[config.mk]
export PLATFORM = sky130hd
export DESIGN_NAME = alarm_controller
export DESIGN_NICKNAME = d
export VERILOG_FILES = /design/src/rtl/alarm_pkg.sv /design/src/rtl/alarm_param_table.sv /design/src/rtl/alarm_controller.sv
export SDC_FILE = /design/constraint.sdc
export NUM_CORES = 1
export LEC_CHECK = 0
export CAP_MARGIN = 30
export CORE_UTILIZATION = 25
export CTS_CLUSTER_DIAMETER = 60
export DETAILED_ROUTE_END_ITERATION = 12
export HOLD_SLACK_MARGIN = 0.03
export PLACE_DENSITY = 0.56
export REMOVE_ABC_BUFFERS = 1
export SLEW_MARGIN = 30
export SYNTH_ARGS = -nofsm -noshare
export SYNTH_HDL_FRONTEND = slang
export SYNTH_SLANG_ARGS = --single-unit
export TNS_END_PERCENT = 30
[constraint.sdc]
create_clock -name clock -period 1.86 [get_ports clock]
set_clock_uncertainty 0.15 [all_clocks]
set_input_delay 0.372 -clock clock [delete_from_list [all_inputs] [get_ports clock]]
set_output_delay 0.372 -clock clock [all_outputs]
set_load 0.02 [all_outputs]
[src/rtl/alarm_pkg.sv]
// Shared definitions for the anti-theft alarm controller: FSM state encoding
// (which doubles as the debug state_code), delay-table selector codes and the
// reset values of the delay table.
package alarm_pkg;

  typedef enum logic [2:0] {
    StDisarmed  = 3'd0,
    StWaitOpen  = 3'd1,
    StWaitClose = 3'd2,
    StArmDelay  = 3'd3,
    StArmed     = 3'd4,
    StTriggered = 3'd5,
    StAlarm     = 3'd6,
    StSirenHold = 3'd7
  } alarm_state_e;

  // Delay-table selectors
  localparam logic [1:0] SEL_ARM       = 2'd0;
  localparam logic [1:0] SEL_DRIVER    = 2'd1;
  localparam logic [1:0] SEL_PASSENGER = 2'd2;
  localparam logic [1:0] SEL_ALARM     = 2'd3;

  // Reset contents of the delay table, in seconds
  localparam logic [3:0] DEFAULT_ARM       = 4'd6;
  localparam logic [3:0] DEFAULT_DRIVER    = 4'd8;
  localparam logic [3:0] DEFAULT_PASSENGER = 4'd15;
  localparam logic [3:0] DEFAULT_ALARM     = 4'd10;

endpackage

[src/rtl/alarm_param_table.sv]
// Four-entry table of 4-bit delay values (seconds) used by the alarm FSM.
// Ports:
//   clock, reset            - system clock, synchronous active-high reset
//   write_en                - write strobe (the reprogram pulse)
//   write_sel, write_value  - entry to overwrite and its new value
//   read_sel                - entry to read
//   read_value              - combinational read data
// Reset restores all four entries to their parameterised defaults.
module alarm_param_table
  import alarm_pkg::*;
#(
  parameter logic [3:0] T_ARM_DEFAULT       = DEFAULT_ARM,
  parameter logic [3:0] T_DRIVER_DEFAULT    = DEFAULT_DRIVER,
  parameter logic [3:0] T_PASSENGER_DEFAULT = DEFAULT_PASSENGER,
  parameter logic [3:0] T_ALARM_DEFAULT     = DEFAULT_ALARM
) (
  input  logic       clock,
  input  logic       reset,
  input  logic       write_en,
  input  logic [1:0] write_sel,
  input  logic [3:0] write_value,
  input  logic [1:0] read_sel,
  output logic [3:0] read_value
);

  logic [3:0] delay_q [4];

  always_ff @(posedge clock) begin
    if (reset) begin
      delay_q[SEL_ARM]       <= T_ARM_DEFAULT;
      delay_q[SEL_DRIVER]    <= T_DRIVER_DEFAULT;
      delay_q[SEL_PASSENGER] <= T_PASSENGER_DEFAULT;
      delay_q[SEL_ALARM]     <= T_ALARM_DEFAULT;
    end else if (write_en) begin
      delay_q[write_sel] <= write_value;
    end
  end

  assign read_value = delay_q[read_sel];

endmodule

[src/rtl/alarm_controller.sv]
// Anti-theft sequencing FSM. Chooses which delay to load into the external
// countdown timer, pulses start_timer for one cycle on each load, reacts to the
// timer's expired flag, and drives the siren and status LED.
// Ports:
//   clock, reset        - system clock, synchronous active-high reset
//   ignition            - ignition on (synchronised)
//   driver_door         - 1 = driver door open
//   passenger_door      - 1 = passenger door open
//   reprogram           - one-cycle pulse: table[param_sel] <= param_value, go ARMED
//   param_sel           - table entry to reprogram (ARM/DRIVER/PASSENGER/ALARM)
//   param_value         - new delay, seconds
//   expired             - timer expired flag
//   two_hz_enable       - timer 2 Hz pulse, blinks the LED while armed
//   start_timer         - one-cycle load pulse to the timer
//   timer_value         - interval presented to the timer (held between loads)
//   siren               - siren drive
//   status_led          - status indicator
//   state_code          - current FSM state, for debug
// All outputs are registered.
module alarm_controller
  import alarm_pkg::*;
#(
  parameter logic [3:0] T_ARM_DEFAULT       = DEFAULT_ARM,
  parameter logic [3:0] T_DRIVER_DEFAULT    = DEFAULT_DRIVER,
  parameter logic [3:0] T_PASSENGER_DEFAULT = DEFAULT_PASSENGER,
  parameter logic [3:0] T_ALARM_DEFAULT     = DEFAULT_ALARM
) (
  input  logic       clock,
  input  logic       reset,
  input  logic       ignition,
  input  logic       driver_door,
  input  logic       passenger_door,
  input  logic       reprogram,
  input  logic [1:0] param_sel,
  input  logic [3:0] param_value,
  input  logic       expired,
  input  logic       two_hz_enable,
  output logic       start_timer,
  output logic [3:0] timer_value,
  output logic       siren,
  output logic       status_led,
  output logic [2:0] state_code
);

  alarm_state_e state_q, state_d;
  logic         start_q, start_d;
  logic [3:0]   value_q, value_d;
  logic         siren_q, siren_d;
  logic         led_q, led_d;

  logic         load;
  logic [1:0]   load_sel;
  logic [3:0]   table_value;
  logic         door_open;
  logic         expired_fresh;

  alarm_param_table #(
    .T_ARM_DEFAULT       (T_ARM_DEFAULT),
    .T_DRIVER_DEFAULT    (T_DRIVER_DEFAULT),
    .T_PASSENGER_DEFAULT (T_PASSENGER_DEFAULT),
    .T_ALARM_DEFAULT     (T_ALARM_DEFAULT)
  ) u_param_table (
    .clock       (clock),
    .reset       (reset),
    .write_en    (reprogram),
    .write_sel   (param_sel),
    .write_value (param_value),
    .read_sel    (load_sel),
    .read_value  (table_value)
  );

  assign door_open = driver_door | passenger_door;
  // While a load pulse is outstanding the timer has not yet reloaded, so its
  // expired flag still refers to the previous interval.
  assign expired_fresh = expired & ~start_q;

  always_comb begin
    state_d  = state_q;
    load     = 1'b0;
    load_sel = SEL_ARM;

    if (reprogram) begin
      state_d = StArmed;
    end else if (ignition) begin
      state_d = StDisarmed;
    end else begin
      unique case (state_q)
        StDisarmed:  state_d = StWaitOpen;
        StWaitOpen:  if (driver_door) state_d = StWaitClose;
        StWaitClose: begin
          if (!door_open) begin
            state_d  = StArmDelay;
            load     = 1'b1;
            load_sel = SEL_ARM;
          end
        end
        StArmDelay: begin
          if (door_open)          state_d = StWaitClose;
          else if (expired_fresh) state_d = StArmed;
        end
        StArmed: begin
          // Driver door takes precedence when both open together
          if (driver_door) begin
            state_d  = StTriggered;
            load     = 1'b1;
            load_sel = SEL_DRIVER;
          end else if (passenger_door) begin
            state_d  = StTriggered;
            load     = 1'b1;
            load_sel = SEL_PASSENGER;
          end
        end
        StTriggered: if (expired_fresh) state_d = StAlarm;
        StAlarm: begin
          if (!door_open) begin
            state_d  = StSirenHold;
            load     = 1'b1;
            load_sel = SEL_ALARM;
          end
        end
        StSirenHold: begin
          if (door_open)          state_d = StAlarm;
          else if (expired_fresh) state_d = StArmed;
        end
        default: state_d = StDisarmed;
      endcase
    end
  end

  always_comb begin
    start_d = load;
    value_d = load ? table_value : value_q;
    siren_d = (state_d == StAlarm) || (state_d == StSirenHold);

    led_d = 1'b0;
    if (state_d == StArmed) begin
      // Blink phase restarts at 0 on every entry into ARMED
      led_d = (state_q == StArmed) ? (led_q ^ two_hz_enable) : 1'b0;
    end else if ((state_d == StTriggered) || (state_d == StAlarm) ||
                 (state_d == StSirenHold)) begin
      led_d = 1'b1;
    end
  end

  always_ff @(posedge clock) begin
    if (reset) begin
      state_q <= StDisarmed;
      start_q <= 1'b0;
      value_q <= 4'd0;
      siren_q <= 1'b0;
      led_q   <= 1'b0;
    end else begin
      state_q <= state_d;
      start_q <= start_d;
      value_q <= value_d;
      siren_q <= siren_d;
      led_q   <= led_d;
    end
  end

  assign start_timer = start_q;
  assign timer_value = value_q;
  assign siren       = siren_q;
  assign status_led  = led_q;
  assign state_code  = state_q;

endmodule

==> flow_metrics.env <==
export IMPL_outcome="completed"
export IMPL_final_util_pct=35.9
export IMPL_layout_common_cells="clkdlybuf4s50_1, edfxtp_1, nand2b_1"
export IMPL_firstDrtPassIters=4
export IMPL_grt_util_all_layers_pct=11.1
export IMPL_grt_pass1_wl_um=4480
export IMPL_tightest_slew_ps=297
export IMPL_fmax_mhz=568
export IMPL_net_switching_power_uw=272
export IMPL_drc=0
export IMPL_worstPathArrival_ps=1800
export IMPL_syn_area_per_cell_sq_um=11.3
export IMPL_min_period_over_period_pct=94.7
export IMPL_clock_root_buffer="clkbuf_8"
export IMPL_layout_drive_gt1_share_pct=21.1
export IMPL_clkPwrFrac_pct=36.1
export IMPL_dp_cells=210
export IMPL_ys_seq_elements=26
export IMPL_max_cap_violations=0
export IMPL_clock_sinks=26
export IMPL_cts_buffers=3
export IMPL_die_x_um=73.4
export IMPL_core_area_sq_um=4820
export IMPL_combPwrFrac_pct=12.7
export IMPL_port_buffers=23
export IMPL_power_mw=1.29
export IMPL_synth_seq_area_share_pct=53.4
export IMPL_first_global_vias=989
export IMPL_h_tree_depth=1
export IMPL_hold_viol=0
export IMPL_final_common_cell="clkdlybuf4s50_1"
export IMPL_synth_simple_area_share_pct=24.7
export IMPL_ir_drop_v=0.000369
export IMPL_switching_share_pct=21.0
export IMPL_rsz0062_at_grt="false"
export IMPL_clk_path_buf_depth=2
export IMPL_syn_inst=113
export IMPL_startpoint_type="primary input"
export IMPL_period_needed_ps=1760
export IMPL_num_io_pins=24
export IMPL_worstHoldPathType="reg2reg"
export IMPL_diodes=0
export IMPL_place_gp_congestion=0.768
export IMPL_cp_end_kind="flip-flop"
export IMPL_rows=25
export IMPL_finalSetupViolCount=0
export IMPL_cts_tree="built"
export IMPL_grt_remaining_overflow=0
export IMPL_syn2layout_area_growth_pct=35.7
export IMPL_drt_wirelength_per_cell_um=12.8
export IMPL_yosys_mux_area_fraction_pct=0.786
export IMPL_placed_area_sq_um=1640
export IMPL_insertion_delay_ps=280
export IMPL_routed_wl_um=2750
export IMPL_synth_top_family_by_area="simple AND/OR/NAND/NOR gates"
export IMPL_dp_slack_ps=-268
export IMPL_ys_types=37
export IMPL_dieArea_sq_um=5380
export IMPL_crit_fanout=9
export IMPL_grt_antenna_before_repair=0
export IMPL_path_clk_slew_ps=90
export IMPL_p_seq_share_pct=51.2
export IMPL_via_count=971
export IMPL_syn_area_sq_um=1270
export IMPL_fill_cells=519
export IMPL_holdWs_ps=384
export IMPL_path_class="in2reg"
export IMPL_powerDensity_nw_per_um2=747
export IMPL_finalSetupTns_ps=0
export IMPL_crit_required_ps=1900
export IMPL_relSlewSlack_pct=80.0
export IMPL_synthAdderAreaFrac_pct=0
export IMPL_post_cts_setup_buffers=0
export IMPL_r2r_slack_ps=190
export IMPL_synth_xor_xnor_area_share_pct=1.38
export IMPL_yosysWarnings=0
export IMPL_vias_per_cell=4.54
export IMPL_place_hpwl_um=2140
export IMPL_setup_ws_ps=98.8
export IMPL_p_leak_nw=0.617
export IMPL_grt_max_degree=16
export IMPL_drt_iter0_drc=60
export IMPL_stdcell_area_sq_um=1730
export IMPL_final_cells=214
export IMPL_start_util_pct=26.4
export IMPL_die_h_um=73.4
export IMPL_internal_power_mw=1.02
export IMPL_nets=162
export IMPL_synth_compound_area_share_pct=16.8
export IMPL_maxSlewViolCount=0
export IMPL_final_antenna_net_count=0
==> cells by family after synthesis <==
| group | after synthesis |
|---|---|
| AND/OR/NAND/NOR | 49 |
| AO/OA/AOI/OAI | 30 |
| flip-flops | 26 |
| buffers and inverters | 5 |
| XOR/XNOR | 2 |
| multiplexers | 1 |
==> layout make-up <==
type                    instances  area [sq um]  share of cell area, %
repair buffers                 34           312                   18.0
multi-input cells              82           577                   33.4
flip-flops and latches         26           681                   39.4
inverters                       1          3.75                  0.217
clock inverters                 1          30.0                   1.74
clock buffers                   3          41.3                   2.39
well taps                      67          83.8                   4.85
==> per-layer routing <==
layer  vias to the layer above  GRT usage (%)  part of all wire (%)
met2                        26           18.2                    47
met4                         0           4.70                   1.4
li1                        484              -                     -
met1                       458           14.5                    47
met3                         3           1.92                   4.5
met5                         -              0                     0
==> power by group through the flow <==
stage / Clock, mW / Sequential (mW) / Combinational, mW
after floorplan: 0 / 0.676 / 0.0686
after global placement: 0 / 0.673 / 0.159
after detailed placement: 0 / 0.675 / 0.162
after CTS: 0.478 / 0.662 / 0.161
after global routing: 0.500 / 0.664 / 0.178
final: 0.467 / 0.661 / 0.164
==> worst max-delay path: stages <==
cell and delay [ps]:
clkdlybuf4s50_1 430, or3b_4 470, a21boi_1 150, o21ai_1 90
a311oi_1 280
==> timing repair <==
item | 4_1_cts | 5_1_grt
setup endpoints to repair | 3 | 11
hold buffers | 0 | 0
gates resized for setup | 3 | 5
==> final timing paths <==
path,endpoint,start,cells after the start
hold / removal,timer_value[2],timer_value[2],2
setup / recovery,timer_value[1],passenger_door,5
setup reg to reg,timer_value[1],state_code[1],4
hold reg to reg,timer_value[2],timer_value[2],2
==> sequential cells by signal (all words and copies together) (netlist names) <==
register,cells
timer_value,4
status_led,1
state_code,3
siren,1
u_param_table.delay_q,16
start_timer,1
==> synthesized netlist by cell type <==
cell       n  area (sq um)
o211ai_1   1          7.51
nor3b_1    4          30.0
mux2i_1    1          10.0
or3b_1     1          8.76
o21ai_0    2          10.0
a21boi_1   3          22.5
nor4b_2    1          15.0
nor2_1     5          18.8
o21ai_1    4          20.0
nand2_1    2          7.51
xnor2_1    1          8.76
nor2b_1    2          12.5
nand3b_1   1          7.51
edfxtp_1  16           480
and3b_1    1          8.76
a21oi_1    5          25.0
buf_4      1          7.51
a311oi_1   6          52.6
clkbuf_1   1          3.75
nand3_1    1          5.00
and3_1     1          6.26
xor2_1     1          8.76
a21boi_0   1          7.51
a22oi_1    4          30.0
inv_1      1          3.75
a21boi_2   1          11.3
o21ba_2    1          10.0
buf_6      2          22.5
or2_2      3          18.8
dfxtp_1   10           200
o21ai_2    1          8.76
nor3_2     1          10.0
nor3_1     2          10.0
nand2b_1  12          75.1
and3_2     4          30.0
and2_1     8          50.1
a31o_2     1          8.76
(Power assumes the default switching activity.)
==> variant 1, RTL diff (config.mk and constraints unchanged) <==
Make the reset (`reset`) asynchronous in 2 clocked blocks. Comments in the files are not updated.
--- a/src/rtl/alarm_param_table.sv
+++ b/src/rtl/alarm_param_table.sv
@@ -27,3 +27,3 @@
 
-  always_ff @(posedge clock) begin
+  always_ff @(posedge clock or posedge reset) begin
     if (reset) begin
--- a/src/rtl/alarm_controller.sv
+++ b/src/rtl/alarm_controller.sv
@@ -144,3 +144,3 @@
 
-  always_ff @(posedge clock) begin
+  always_ff @(posedge clock or posedge reset) begin
     if (reset) begin
Function: differs if reset is asserted again (counterexample within 4 cycles, from zero or initial values and one cycle with reset high); with reset held inactive, the same outputs for 10 cycles.
==> variant 1 against the original RTL <==
  * First-iteration DRC count fell by 35%
  * Global-route usage rose by 1.2 points
  * Via count rose by 6.9%
  * Sequential cell count did not move
  * Synthesized area rose by 3.4%
  * Cell area rose by 7.0%
  * Worst setup slack got worse by 29 ps
  * Highest routed layer unchanged
  * Routed wire length rose by 12%
Power is not compared: it rests on default switching activity, and its combinational part moved more than twofold at a synthesized area within 25%.
==> variant 1: results (changes against the original RTL) <==
* Status: complete, no violations
* Post-synth top cells: dfrtp_1, mux2_2, dfstp_2
* Layout fillers at 527 (+1.5%)
* Pin count of the biggest net entering global routing at 27 (+11)
* R2r setup slk at 110 ps (-80 ps)
* Detail Placement HPWL at 2.42 mm (+13%)
* Ys async rst share at 100% (+100 points)
* Cells after DPL at 224 (+6.7%)
* CP Max Fanout at 2 (-7)
* Avg Vias per Cell at 4.55 (+0.34%)
* R2r startpoint: state_code[1]$_DFF_PP0_
* Layout cells sized above 1 at 36.7% (+16 points)
* Resize count post-CTS at 4 (+1)
* Worst slew margin at 78.0% (-2.0 points)
* Hold Crit Class: in2async
* Critical Path AT at 1270 ps (-530 ps)
* Top delay family on crit path: buffers and inverters
* Fin nets at 173 (+6.8%)
* Final RePlAce weighted congestion at 0.777 (+1.2%)
* Slowest cell on crit path: clkdlybuf4s50_1
* CP peak stage delay at 620 ps (+150 ps)
* Cell taking the most area after synthesis: dfrtp_1
* Main area contributors after synthesis: dfrtp_1, dfstp_2, mux2_2
* Ys flop type: dfrtp_1
* Worst r2r dst: timer_value[0]$_DFFE_PP0P_
* Sequential share of the synthesized area at 50.2% (-3.2 points)
* Detailed Route Iter0 Violations at 39 (-35%)
* Area after DPL at 0.00177 mm2 (+8.2%)
* Place WS at -258 ps (+10.9 ps)
* First-pass GRT wire length at 5.11 mm (+14%)
* Post-Syn Instances at 114 (+0.88%)
variant 1: cell types whose count changed after synthesis, sizes merged, moves of 4 or more:
cell	before	now
a311oi	6	0
a31oi	0	4
nor2	5	1
dfrtp	0	17
and2	8	1
edfxtp	16	0
mux2	0	17
nand2b	12	1
nand3b	1	8
a22oi	4	0
dfxtp	10	0
dfstp	0	9
a21boi	5	1
variant 1: final cells by class:
cell class	count	area [um2]	share of cell area (%)
tap	70	87.6	4.74
multi-input combinational	79	611	33.0
inverter	4	15.0	0.812
clock buffer	3	41.3	2.23
timing repair buffer	45	400	21.7
sequential	26	663	35.9
clock inverter	1	30.0	1.62
variant 1: kinds of logic (layout without fill, tap and decap cells):
group	count (synthesis)	count (layout)	synth area share [%]
AND/OR/NAND/NOR	35	35	18.1
AO/OA/AOI/OAI	26	26	12.7
flip-flops	26	26	50.2
multiplexers	17	17	14.8
buffers and inverters	9	53	3.42
XOR/XNOR	1	1	0.665
variant 1: how the worst max path moves through the flow:
| stage | startpoint | end | slack, ps | cells past startpoint |
|---|---|---|---|---|
| floorplan | state_code[1]$_DFF_PP0_ | timer_value[0]$_DFFE_PP0P_ | -40 | 4 |
| global placement | passenger_door | timer_value[0]$_DFFE_PP0P_ | -220 | 5 |
| detailed placement | passenger_door | timer_value[0]$_DFFE_PP0P_ | -260 | 7 |
| CTS | passenger_door | timer_value[0]$_DFFE_PP0P_ | 40 | 7 |
| global route | reprogram | timer_value[0]$_DFFE_PP0P_ | 20 | 5 |
| finish | timer_value[0]$_DFFE_PP0P_ | timer_value[0] | 70 | 1 |
variant 1: per-layer routing:
metal	GRT usage, %	wire [um]	up-vias
met5	0	0	-
li1	-	-	506
met2	21.5	1510	26
met4	2.94	47	0
met1	15.2	1430	500
met3	3.39	100	6
==> variant 2, RTL diff (config.mk and constraints unchanged) <==
Without the edit above. `value_q` no longer has a reset.
--- a/src/rtl/alarm_controller.sv
+++ b/src/rtl/alarm_controller.sv
@@ -148,3 +148,2 @@
       start_q <= 1'b0;
-      value_q <= 4'd0;
       siren_q <= 1'b0;
@@ -154,3 +153,2 @@
       start_q <= start_d;
-      value_q <= value_d;
       siren_q <= siren_d;
@@ -158,2 +156,6 @@
     end
+  end
+
+  always_ff @(posedge clock) begin
+    value_q <= value_d;
   end
Function: differs if reset is asserted again (counterexample within 4 cycles, from zero or initial values and one cycle with reset high); with reset held inactive, the same outputs for 10 cycles.
==> variant 2 against the original RTL <==
  * Total power is 12% lower
  * Sequential power is 2% higher
  * Critical path type unchanged
  * Worst setup slack worse by 83 ps
  * Cell area is 0.51% higher
  * Die area is 2.7% higher
  * Synthesized area is 2.8% higher
  * Highest routed layer unchanged
  * Cell count is 3.3% lower
  * Register-to-register slack worse by 80 ps
  * Synthesized cell count is 8.0% lower
  * Critical endpoint is now timer_value[0]$_DFFE_PP_
  * Sequential cell count stayed put
  * Largest power group unchanged
  * Routed wire length is 8.0% lower
  * Worst hold slack better by 54 ps
==> variant 2: results (changes against the original RTL) <==
* Status: complete, no violations
* Hold Crit Class: reg2reg
* Final RePlAce weighted congestion at 0.736 (-4.2%)
* Maximum vdd drop at 0.254 mV (-31%)
* Main area contributors after synthesis: edfxtp_1, dfxtp_1, mux2i_1
* DR WL/cell at 12.2 um (-4.9%)
* Place WS at -352 ps (-83.1 ps)
* Pin count of the biggest net entering global routing at 15 (-1)
* First-pass iteration count of the detailed router at 4 (unchanged)
* Port buffer count at 23 (unchanged)
* CTS Buf Count at 3 (unchanged)
* Layout fillers at 494 (-4.8%)
* Global-route met2 utilization at 14.8% (-3.4 points)
* Ys flop type: edfxtp_1
* EDFF count, synth at 20 (+4)
* Vias in the first global route at 841 (-15%)
* Mean Syn Cell Area at 12.6 um2 (+12%)
* Synth Warn # at 0 (unchanged)
* Routing usage on met3 at 2.03% (+0.11 points)
* Leak pwr at 0.654 nW (+6.0%)
* CP Max Fanout at 6 (-3)
* Slowest cell on crit path: clkdlybuf4s50_1
* Sequential share of the synthesized area at 55.1% (+1.6 points)
* First-pass GRT wire length at 4.16 mm (-7.1%)
* Top reg by flops: u_param_table.delay_q
* Root Buffer Master: clkbuf_8
* Met1 Usage GRT at 14.4% (-0.12 points)
* Cells after DPL at 203 (-3.3%)
* Diodes inserted at 0 (unchanged)
* Avg Vias per Cell at 4.41 (-2.8%)
* CP peak stage delay at 460 ps
* Tot GR Track Use at 10.0% (-1.1 points)
* Worst slew margin at 78.2% (-1.8 points)
* Clock buffer depth at 2 (unchanged)
* Max reg flops at 16 (unchanged)
* Layout cells sized above 1 at 17.1% (-3.9 points)
* Critical Path AT at 1700 ps (-100 ps)
* Post-synth top cells: edfxtp_1, nand2b_1, mux2i_1
* Clock Latency Late Sink at 260 ps (-20 ps)
* Detailed Route Iter0 Violations at 94 (+57%)
* Detail Placement HPWL at 2.03 mm (-5.5%)
* Ys async rst share at 0% (unchanged)
* Fin nets at 155 (-4.3%)
* Netlist cell types at 33 (-11%)
* Final wirelength at 2.53 mm (-8.0%)
[variant 2: cell types whose count changed after synthesis, sizes merged, moves of 5 or more]
cell and delta:
o21ai -6, mux2i +11, a311oi -5, a21boi -5, and3 -5
[variant 2: critical path: cells and delay by family]
family	cells	cell delay, ps
AOI/OAI and AO/OA	1	220
buffers and inverters	1	460
muxes	2	310
and+or+nand+nor	1	340
[variant 2: layout make-up]
type,instances,area [um2],share of cell area [%]
Multi-Input combinational cell,76,579,33.4
Sequential cell,26,723,41.6
Timing Repair Buffer,34,305,17.6
Clock inverter,1,3.75,0.216
Tap cell,67,83.8,4.83
Clock buffer,3,41.3,2.38
[variant 2: through the flow]
stage          area (um2)  TNS [ps]
5_1_grt              1740      -251
4_1_cts              1730     -23.8
3_5_place_dp         1690     -6200
6_report             1740         0
3_3_place_gp         1690     -5450
2_1_floorplan        1290      -292
[variant 2: routing by layer]
metal	routed length [um]	share of wire, %
met2	1160	46
met1	1240	49
met3	106	4.2
met5	0	0
met4	14	0.55
[variant 2: worst paths after layout]
kind / startpoint / endpoint / slack, ps / cells past startpoint
setup / recovery: passenger_door / timer_value[0]$_DFFE_PP_ / 20 / 5
hold / removal: state_code[0]$_SDFF_PP0_ / start_timer$_SDFF_PP0_ / 440 / 1
setup reg to reg: state_code[2]$_SDFF_PP0_ / timer_value[0]$_DFFE_PP_ / 110 / 4
hold reg to reg: state_code[0]$_SDFF_PP0_ / start_timer$_SDFF_PP0_ / 440 / 1
[variant 2: where the power goes]
part / internal, mW / leakage, nW / switching, mW
registers: 0.659 / 0.244 / 0.0154
logic: 0.0787 / 0.387 / 0.0719
clock network: 0.147 / 0.0231 / 0.161
[variant 2: cells by family after synthesis]
kind of cell | count (synthesis) | share of synthesized area, %
mux | 12 | 9.18
compound gates | 10 | 7.17
xor+xnor | 2 | 1.34
simple gates | 52 | 26.1
flops | 26 | 55.1
buf+inv | 2 | 1.15
[variant 2: what timing repair did]
action	4_1_cts	5_1_grt
gates resized for setup	7	2
endpoints found under the setup margin	11	8
pin swaps	0	1
setup buffers	0	0
